File: src/rtl/led_pattern_gen.sv
// rtl/led_pattern_gen.sv - LED pattern generator with eight display modes
// A prescaler paces pattern steps; hold freezes it, and a change of choose restarts the pattern.
module led_pattern_gen #(
   parameter int WIDTH = 8,
   parameter int DIV   = 4
) (
   input  logic             clk,
   input  logic             rst,
   input  logic [2:0]       choose,
   input  logic             hold,
   output logic [WIDTH-1:0] LED,
   output logic             step
);

   localparam int CNT_W = (DIV > 1) ? $clog2(DIV) : 1;
   localparam logic [CNT_W-1:0] CNT_MAX  = CNT_W'(DIV - 1);
   localparam logic [CNT_W-1:0] CNT_ZERO = '0;
   localparam logic [CNT_W-1:0] CNT_ONE  = CNT_W'(1);
   localparam logic [WIDTH-1:0] PAT_ZERO = '0;
   localparam logic [WIDTH-1:0] PAT_ONES = '1;
   localparam logic [WIDTH-1:0] PAT_LSB  = WIDTH'(1);
   localparam logic [WIDTH-1:0] PAT_MSB  = {1'b1, {(WIDTH-1){1'b0}}};

   typedef enum logic [2:0] {
      MODE_OFF   = 3'd0,
      MODE_ROTL  = 3'd1,
      MODE_ROTR  = 3'd2,
      MODE_BIN   = 3'd3,
      MODE_BLINK = 3'd4,
      MODE_PING  = 3'd5,
      MODE_FILL  = 3'd6,
      MODE_GRAY  = 3'd7
   } mode_t;

   typedef enum logic {
      DIR_LEFT  = 1'b0,
      DIR_RIGHT = 1'b1
   } dir_t;

   logic [2:0]       choose_q, choose_d;
   logic [WIDTH-1:0] led_q, led_d;
   logic [CNT_W-1:0] cnt_q, cnt_d;
   logic [WIDTH-1:0] b_q, b_d;
   dir_t             dir_q, dir_d;
   logic             step_q, step_d;

   logic             mode_change;
   logic             tick;
   logic [WIDTH-1:0] shl, shr, b_inc;

   function automatic logic [WIDTH-1:0] initial_pattern(input logic [2:0] mode);
      case (mode_t'(mode))
         MODE_ROTL:  return PAT_LSB;
         MODE_ROTR:  return PAT_MSB;
         MODE_BLINK: return PAT_ONES;
         MODE_PING:  return PAT_LSB;
         default:    return PAT_ZERO;
      endcase
   endfunction

   assign mode_change = (choose != choose_q);
   assign tick        = !mode_change && !hold && (cnt_q == CNT_MAX);
   assign shl         = {led_q[WIDTH-2:0], 1'b0};
   assign shr         = {1'b0, led_q[WIDTH-1:1]};
   assign b_inc       = b_q + PAT_LSB;

   always_comb begin
      choose_d = choose;
      led_d    = led_q;
      cnt_d    = cnt_q;
      b_d      = b_q;
      dir_d    = dir_q;
      step_d   = 1'b0;

      if (mode_change) begin
         led_d = initial_pattern(choose);
         cnt_d = CNT_ZERO;
         b_d   = PAT_ZERO;
         dir_d = DIR_LEFT;
      end else if (!hold) begin
         if (tick) begin
            cnt_d  = CNT_ZERO;
            step_d = 1'b1;
            case (mode_t'(choose_q))
               MODE_OFF:   led_d = PAT_ZERO;
               MODE_ROTL:  led_d = {led_q[WIDTH-2:0], led_q[WIDTH-1]};
               MODE_ROTR:  led_d = {led_q[0], led_q[WIDTH-1:1]};
               MODE_BIN:   led_d = led_q + PAT_LSB;
               MODE_BLINK: led_d = ~led_q;
               MODE_PING: begin
                  // Reverse as soon as an end bit is reached so each end shows for one step.
                  if (dir_q == DIR_LEFT) begin
                     led_d = shl;
                     if (shl[WIDTH-1]) dir_d = DIR_RIGHT;
                  end else begin
                     led_d = shr;
                     if (shr[0]) dir_d = DIR_LEFT;
                  end
               end
               MODE_FILL:  led_d = (led_q == PAT_ONES) ? PAT_ZERO : {led_q[WIDTH-2:0], 1'b1};
               MODE_GRAY: begin
                  b_d   = b_inc;
                  led_d = b_inc ^ (b_inc >> 1);
               end
               default:    led_d = PAT_ZERO;
            endcase
         end else begin
            cnt_d = cnt_q + CNT_ONE;
         end
      end
   end

   always_ff @(posedge clk) begin
      if (rst) begin
         choose_q <= 3'd0;
         led_q    <= PAT_ZERO;
         cnt_q    <= CNT_ZERO;
         b_q      <= PAT_ZERO;
         dir_q    <= DIR_LEFT;
         step_q   <= 1'b0;
      end else begin
         choose_q <= choose_d;
         led_q    <= led_d;
         cnt_q    <= cnt_d;
         b_q      <= b_d;
         dir_q    <= dir_d;
         step_q   <= step_d;
      end
   end

   assign LED  = led_q;
   assign step = step_q;

endmodule

File: config.mk
export PLATFORM = sky130hd
export DESIGN_NAME = led_pattern_gen
export DESIGN_NICKNAME = d
export VERILOG_FILES = /design/src/rtl/led_pattern_gen.sv
export SDC_FILE = /design/constraint.sdc
export NUM_CORES = 1
export LEC_CHECK = 0
export BUFFER_PORTS_ARGS = -buffer_cell sky130_fd_sc_hd__buf_2
export CAP_MARGIN = 10
export CORE_ASPECT_RATIO = 0.75
export CORE_UTILIZATION = 55
export CTS_CLUSTER_DIAMETER = 30
export DETAILED_ROUTE_END_ITERATION = 12
export HOLD_SLACK_MARGIN = 0.08
export PLACE_DENSITY = 0.74
export SLEW_MARGIN = 30
export SYNTH_ARGS = -nofsm -noshare
export SYNTH_HDL_FRONTEND = slang
export SYNTH_SLANG_ARGS = --single-unit
export TNS_END_PERCENT = 5
File: constraint.sdc
create_clock -name clk -period 3.4 [get_ports clk]
set_input_delay 0.68 -clock clk [delete_from_list [all_inputs] [get_ports clk]]
set_output_delay 0.68 -clock clk [all_outputs]
set_load 0.01 [all_outputs]
# Word level (Yosys, flattened, before mapping)
# Cells that the tools add are included.
dict set report word_totals {
  rom_bits 0
  mem_count 0
  inputBits 6
  latchBits 0
  register_bits 23
  mem_bits_rw 0
  elab_cells 51
}
dict set report classes {
  order_cmp 0
  n_mux 12
  bitwise_logic 3
  n_div 0
  mul 0
  shifts 0
  reduce_logical 12
  eq_ne 15
  add_sub_neg 3
}
# operator n
set ops {}
lappend ops {{one-hot mux 8 bit (8 select lines)} 1}
lappend ops {{2-to-1 mux 8 bit} 5}
lappend ops {{one-hot mux 8 bit (3 select lines)} 1}
lappend ops {{equality test 3 bit (second input constant)} 6}
lappend ops {{adder 8 x 1 -> 8 bit (second input constant)} 2}
lappend ops {{equality test 3 x 2 -> 1 bit (second input constant)} 3}
lappend ops {{equality test 8 bit (second input constant)} 1}
lappend ops {{NOT 8 bit} 1}
lappend ops {{bitwise XOR 8 x 7 -> 8 bit} 1}
lappend ops {{equality test 3 x 1 -> 1 bit (second input constant)} 2}
lappend ops {{AND reduction 3 bit} 2}
lappend ops {{2-to-1 mux 1 bit} 4}
lappend ops {{OR reduction 2 bit} 2}
lappend ops {{logical NOT 3 bit} 1}
lappend ops {{!= test 3 bit} 1}
lappend ops {{OR reduction 3 bit} 1}
lappend ops {{adder 2 x 1 -> 2 bit (second input constant)} 1}
lappend ops {{equality test 2 bit (second input constant)} 1}
lappend ops {{logical AND 1 bit} 2}
lappend ops {{logical NOT 1 bit} 2}
lappend ops {{2-to-1 mux 2 bit} 1}
lappend ops {{!= test 2 x 1 -> 1 bit (second input constant)} 1}
lappend ops {{AND reduction 2 bit} 1}
lappend ops {{nonzero test 2 bit} 1}
lappend ops {{NOT 1 bit} 1}

# Logic depth before layout (Yosys ltp)
dict set report logic_depth {
  word_depth 7
  ltp_mapped 7
}

# Least setup slack after synthesis
# OpenSTA, ideal clock, no wires.
dict set report synth_timing {
  path_type {input to register}
  from {input choose[2]}
  to {register b_q[7]}
  path_stages 7
  setup_ns 0.128
  setup_slack_ns 1.506
  t_arrival_ns 1.767
  required_time_ns 3.272
  n_path_buf 2
  path_cell_list {buf_4 xnor2_2 nand4_2 buf_6 nor4b_2 xnor2_1 nor2_1}
}
dict set report synth_between {
  elab_chain_len 5
  elab_cells_between_ends 6
  classes_between {eq/ne: 1; reduce/logical: 5}
}
# element line_no
set synth_lines {}
lappend synth_lines {{start: declaration} 9} ;# input logic [2:0] choose,
lappend synth_lines {{!= test 3 bit (*)} 61} ;# assign mode_change = (choose != choose_q);
lappend synth_lines {{logical NOT 1 bit} 62} ;# assign tick = !mode_change && !hold && (cnt_q == CNT_MAX);
lappend synth_lines {{logical AND 1 bit (2 in series)} 62}
lappend synth_lines {{AND reduction 3 bit (no line)} --}
lappend synth_lines {{end signal: assignment} 118} ;# b_q <= PAT_ZERO;
lappend synth_lines {{end signal: assignment} 125} ;# b_q <= b_d;
lappend synth_lines {{end: declaration} 43} ;# logic [WIDTH-1:0] b_q, b_d;
# Every way passes the cells marked *; elsewhere a longest branch is shown, timed or not.
# A chain may end at the register's enable or synchronous reset.

# Final worst setup path
dict set report layout_timing {
  from {register choose_q[1]}
  to {register led_q[0] (netlist: LED[0])}
}
dict set report layout_between {
  elab_chain_len 6
  elab_cells_between_ends 19
  classes_between {eq/ne: 9; mux: 4; reduce/logical: 6}
}
# element line_no
set layout_lines {}
lappend layout_lines {{start: declaration} 40} ;# logic [2:0] choose_q, choose_d;
lappend layout_lines {{start signal: assignment} 122} ;# choose_q <= choose_d;
lappend layout_lines {{parallel branches: the longest is 6 deep, another holds one-hot mux 8 bit (8 select lines)} --}
lappend layout_lines {{end signal: assignment} 123} ;# led_q <= led_d;
lappend layout_lines {{end: declaration} 41} ;# logic [WIDTH-1:0] led_q, led_d;
# Several ways; the timed one is not identified. The select of a mux whose other input is x is not followed.

==> results.json <==
{
  "worst-r2r-setup-slack_ps": 1300,
  "die_y_um": 53.5,
  "drtAntennaViolNets": 0,
  "drt-initial-drc-count": 157,
  "cp-end-kind": "flip-flop",
  "drt_pass1_iterations": 9,
  "grt_max_degree": 27,
  "reg2reg_from": "choose_q[1]",
  "synth_cells": 248,
  "die_w_um": 70.7,
  "synth_cell_type_count": 52,
  "ys_top_cells_by_count": "nor2_1, dfxtp_1, nand2_1",
  "dp_cells": 283,
  "rsz0062_at_grt": "no",
  "slew_viol_final": 0,
  "syn_area_mm2": 0.00195,
  "p_leak_nw": 0.670,
  "arrival_ps": 2320,
  "power_w": 0.000583,
  "grt_pass1_vias": 1466,
  "ctsResizeCount": 0,
  "synth_top_area_share": 0.237,
  "final_hold_viol_count": 0,
  "synth_seq_area_share": 0.237,
  "worstPathMaxFanout": 18,
  "ys_seq_elements": 23,
  "setup_tns_ps": 0,
  "holdBufCountCts": 0,
  "drive_gt1_frac": 0.138,
  "synth.area.top_cells": "dfxtp_1, nor2_1, xnor2_1, a211oi_1, nand2_1",
  "coreArea_mm2": 0.00333,
  "clock_latency_ps": 280,
  "clk_pin_slew_ps": 90,
  "cts_buffer_depth": 2,
  "wl_per_cell_um": 16.1,
  "power_density_mw_per_mm2": 290,
  "synth_fp_nets": 257,
  "dp_hpwl_um": 3250,
  "via_per_inst": 6.37,
  "setup_violations": 0,
  "portBuffers": 14,
  "routabilityCongestion": 0.938,
  "hold_depth": 2,
  "ir_worst_vdd_v": 0.000210,
  "grt_pass1_wl_um": 7290,
  "hold_end": "cnt_q[1]",
  "reg2reg_to": "LED[0]",
  "skew_ps": 3.93,
  "yosysMostFrequentCell": "nor2_1",
  "holdWs_ps": 519,
  "grt_overflow_total": 0,
  "synth_ff_type": "dfxtp_1",
  "initial_utilization": 0.584,
  "nets": 257,
  "hp-class": "flip-flop to flip-flop",
  "clock-root-buffer": "clkbuf_8",
  "synth_edf_count": 0,
  "cts_buffers": 3,
  "totalWireLength_um": 4620,
  "cts_max_level": 1,
  "cts_tree": "yes",
  "outcome": "finished, violations left",
  "antenna_found_initial": 0,
  "dieArea_mm2": 0.00378,
  "rows": 18,
  "fmax_ghz": 0.477,
  "drv_cap": 0,
  "synth_area_leader_cell": "dfxtp_1",
  "violations": "DRC",
  "stdcell_count": 287,
  "grt_use_total": 0.253,
  "io_pins": 15,
  "num_vias": 1828,
  "hp-start": "cnt_q[1]",
  "cts_sinks": 23,
  "syn_area_per_cell_um2": 7.85,
  "setup.worst_path.class": "flip-flop to flip-flop",
  "nFillCells": 304,
  "fin_crit_sh": 0.617,
  "required_ps": 3620,
  "min_period_ps": 2100,
  "synthToLayoutAreaGrowth_pct": 3.22,
  "start_kind": "flip-flop",
  "cts_setup_buffers": 0,
  "n_antenna_cell": 0,
  "worst_pin_slew_ps": 779,
  "async_flop_share": 0,
  "drc": 2,
  "max_slew_margin": 0.480,
  "ff2ff_path_depth": 5,
  "ys_warn_count": 0
}
-- cell type report --
| type | count | area, um^2 | share of cell area |
|---|---|---|---|
| tap | 40 | 50.0 | 0.0249 |
| multi-input combinational | 198 | 1350 | 0.670 |
| sequential | 23 | 460 | 0.229 |
| timing repair buffer | 15 | 77.6 | 0.0386 |
| clock buffer | 3 | 41.3 | 0.0206 |
| inverter | 7 | 26.3 | 0.0131 |
| clock inverter | 1 | 7.51 | 0.00374 |
-- flip-flops by register name (all words and copies together), names as in the netlist --
register and count:
LED 8, b_q 8, choose_q 3, cnt_q 2
dir_q 1, step 1
-- metal layers --
layer | vias up | track usage | wire, um
li1 | 895 | - | -
met4 | 0 | 0.0633 | 31
met2 | 84 | 0.375 | 1980
met5 | - | 0 | 0
met1 | 845 | 0.372 | 2220
met3 | 4 | 0.0533 | 390
-- cell usage in the layout, fill, tap and decap left out, types with 5 or more instances in the layout --
master and instances:
nor2_1 38, dfxtp_1 23, nand2_1 18, xnor2_1 14, buf_2 14, nand3_1 9
a21oi_1 9, a211oi_1 9, nor3_1 8, o21ai_0 8, inv_1 7, a31oi_1 7
nor2b_1 5, a311oi_1 5, nand3b_1 5
-- cell families (layout without fill, tap and decap cells) --
family | count (synthesis) | in the layout | synth area share
flip-flops | 23 | 23 | 0.237
buffers and inverters | 27 | 26 | 0.0720
adder cells (fa/ha/maj) | 3 | 3 | 0.0193
AO/OA/AOI/OAI | 59 | 59 | 0.224
multiplexers | 4 | 4 | 0.0206
XOR/XNOR | 21 | 21 | 0.118
AND/OR/NAND/NOR | 111 | 111 | 0.309
-- worst max-delay path, stage by stage (launching register included) --
cell,delay (ps)
dfxtp_1,840
nand2b_1,330
o32ai_4,270
a221oi_1,150
a211o_1,320
a21oi_1,130
-- metrics by stage --
stage	setup WS, ps	cell area (um^2)	util
2_1_floorplan	1510	1950	-
3_5_place_dp	1240	1960	0.588
6_report	1300	2010	0.602
5_1_grt	1060	2010	0.602
4_1_cts	1320	2010	0.602
3_3_place_gp	1280	1960	0.588
-- where the power goes --
group | internal [W] | switching [W] | leakage, nW
combinational | 0.0000414 | 0.0000580 | 0.462
clock | 0.0000834 | 0.000105 | 0.0217
sequential | 0.000276 | 0.0000192 | 0.187
total | 0.000400 | 0.000183 | 0.670
-- worst max path at each step --
stage / startpoint / endpoint / slack (ps) / depth (start not counted)
3_3_place_gp: choose[2] / dir_q / 1280 / 5
2_1_floorplan: choose[2] / b_q[7] / 1510 / 7
6_report: choose_q[1] / LED[0] / 1300 / 5
5_1_grt: choose_q[1] / dir_q / 1060 / 4
4_1_cts: choose_q[1] / b_q[7] / 1320 / 5
3_5_place_dp: choose[2] / b_q[7] / 1240 / 6
(Power assumes the default switching activity.)
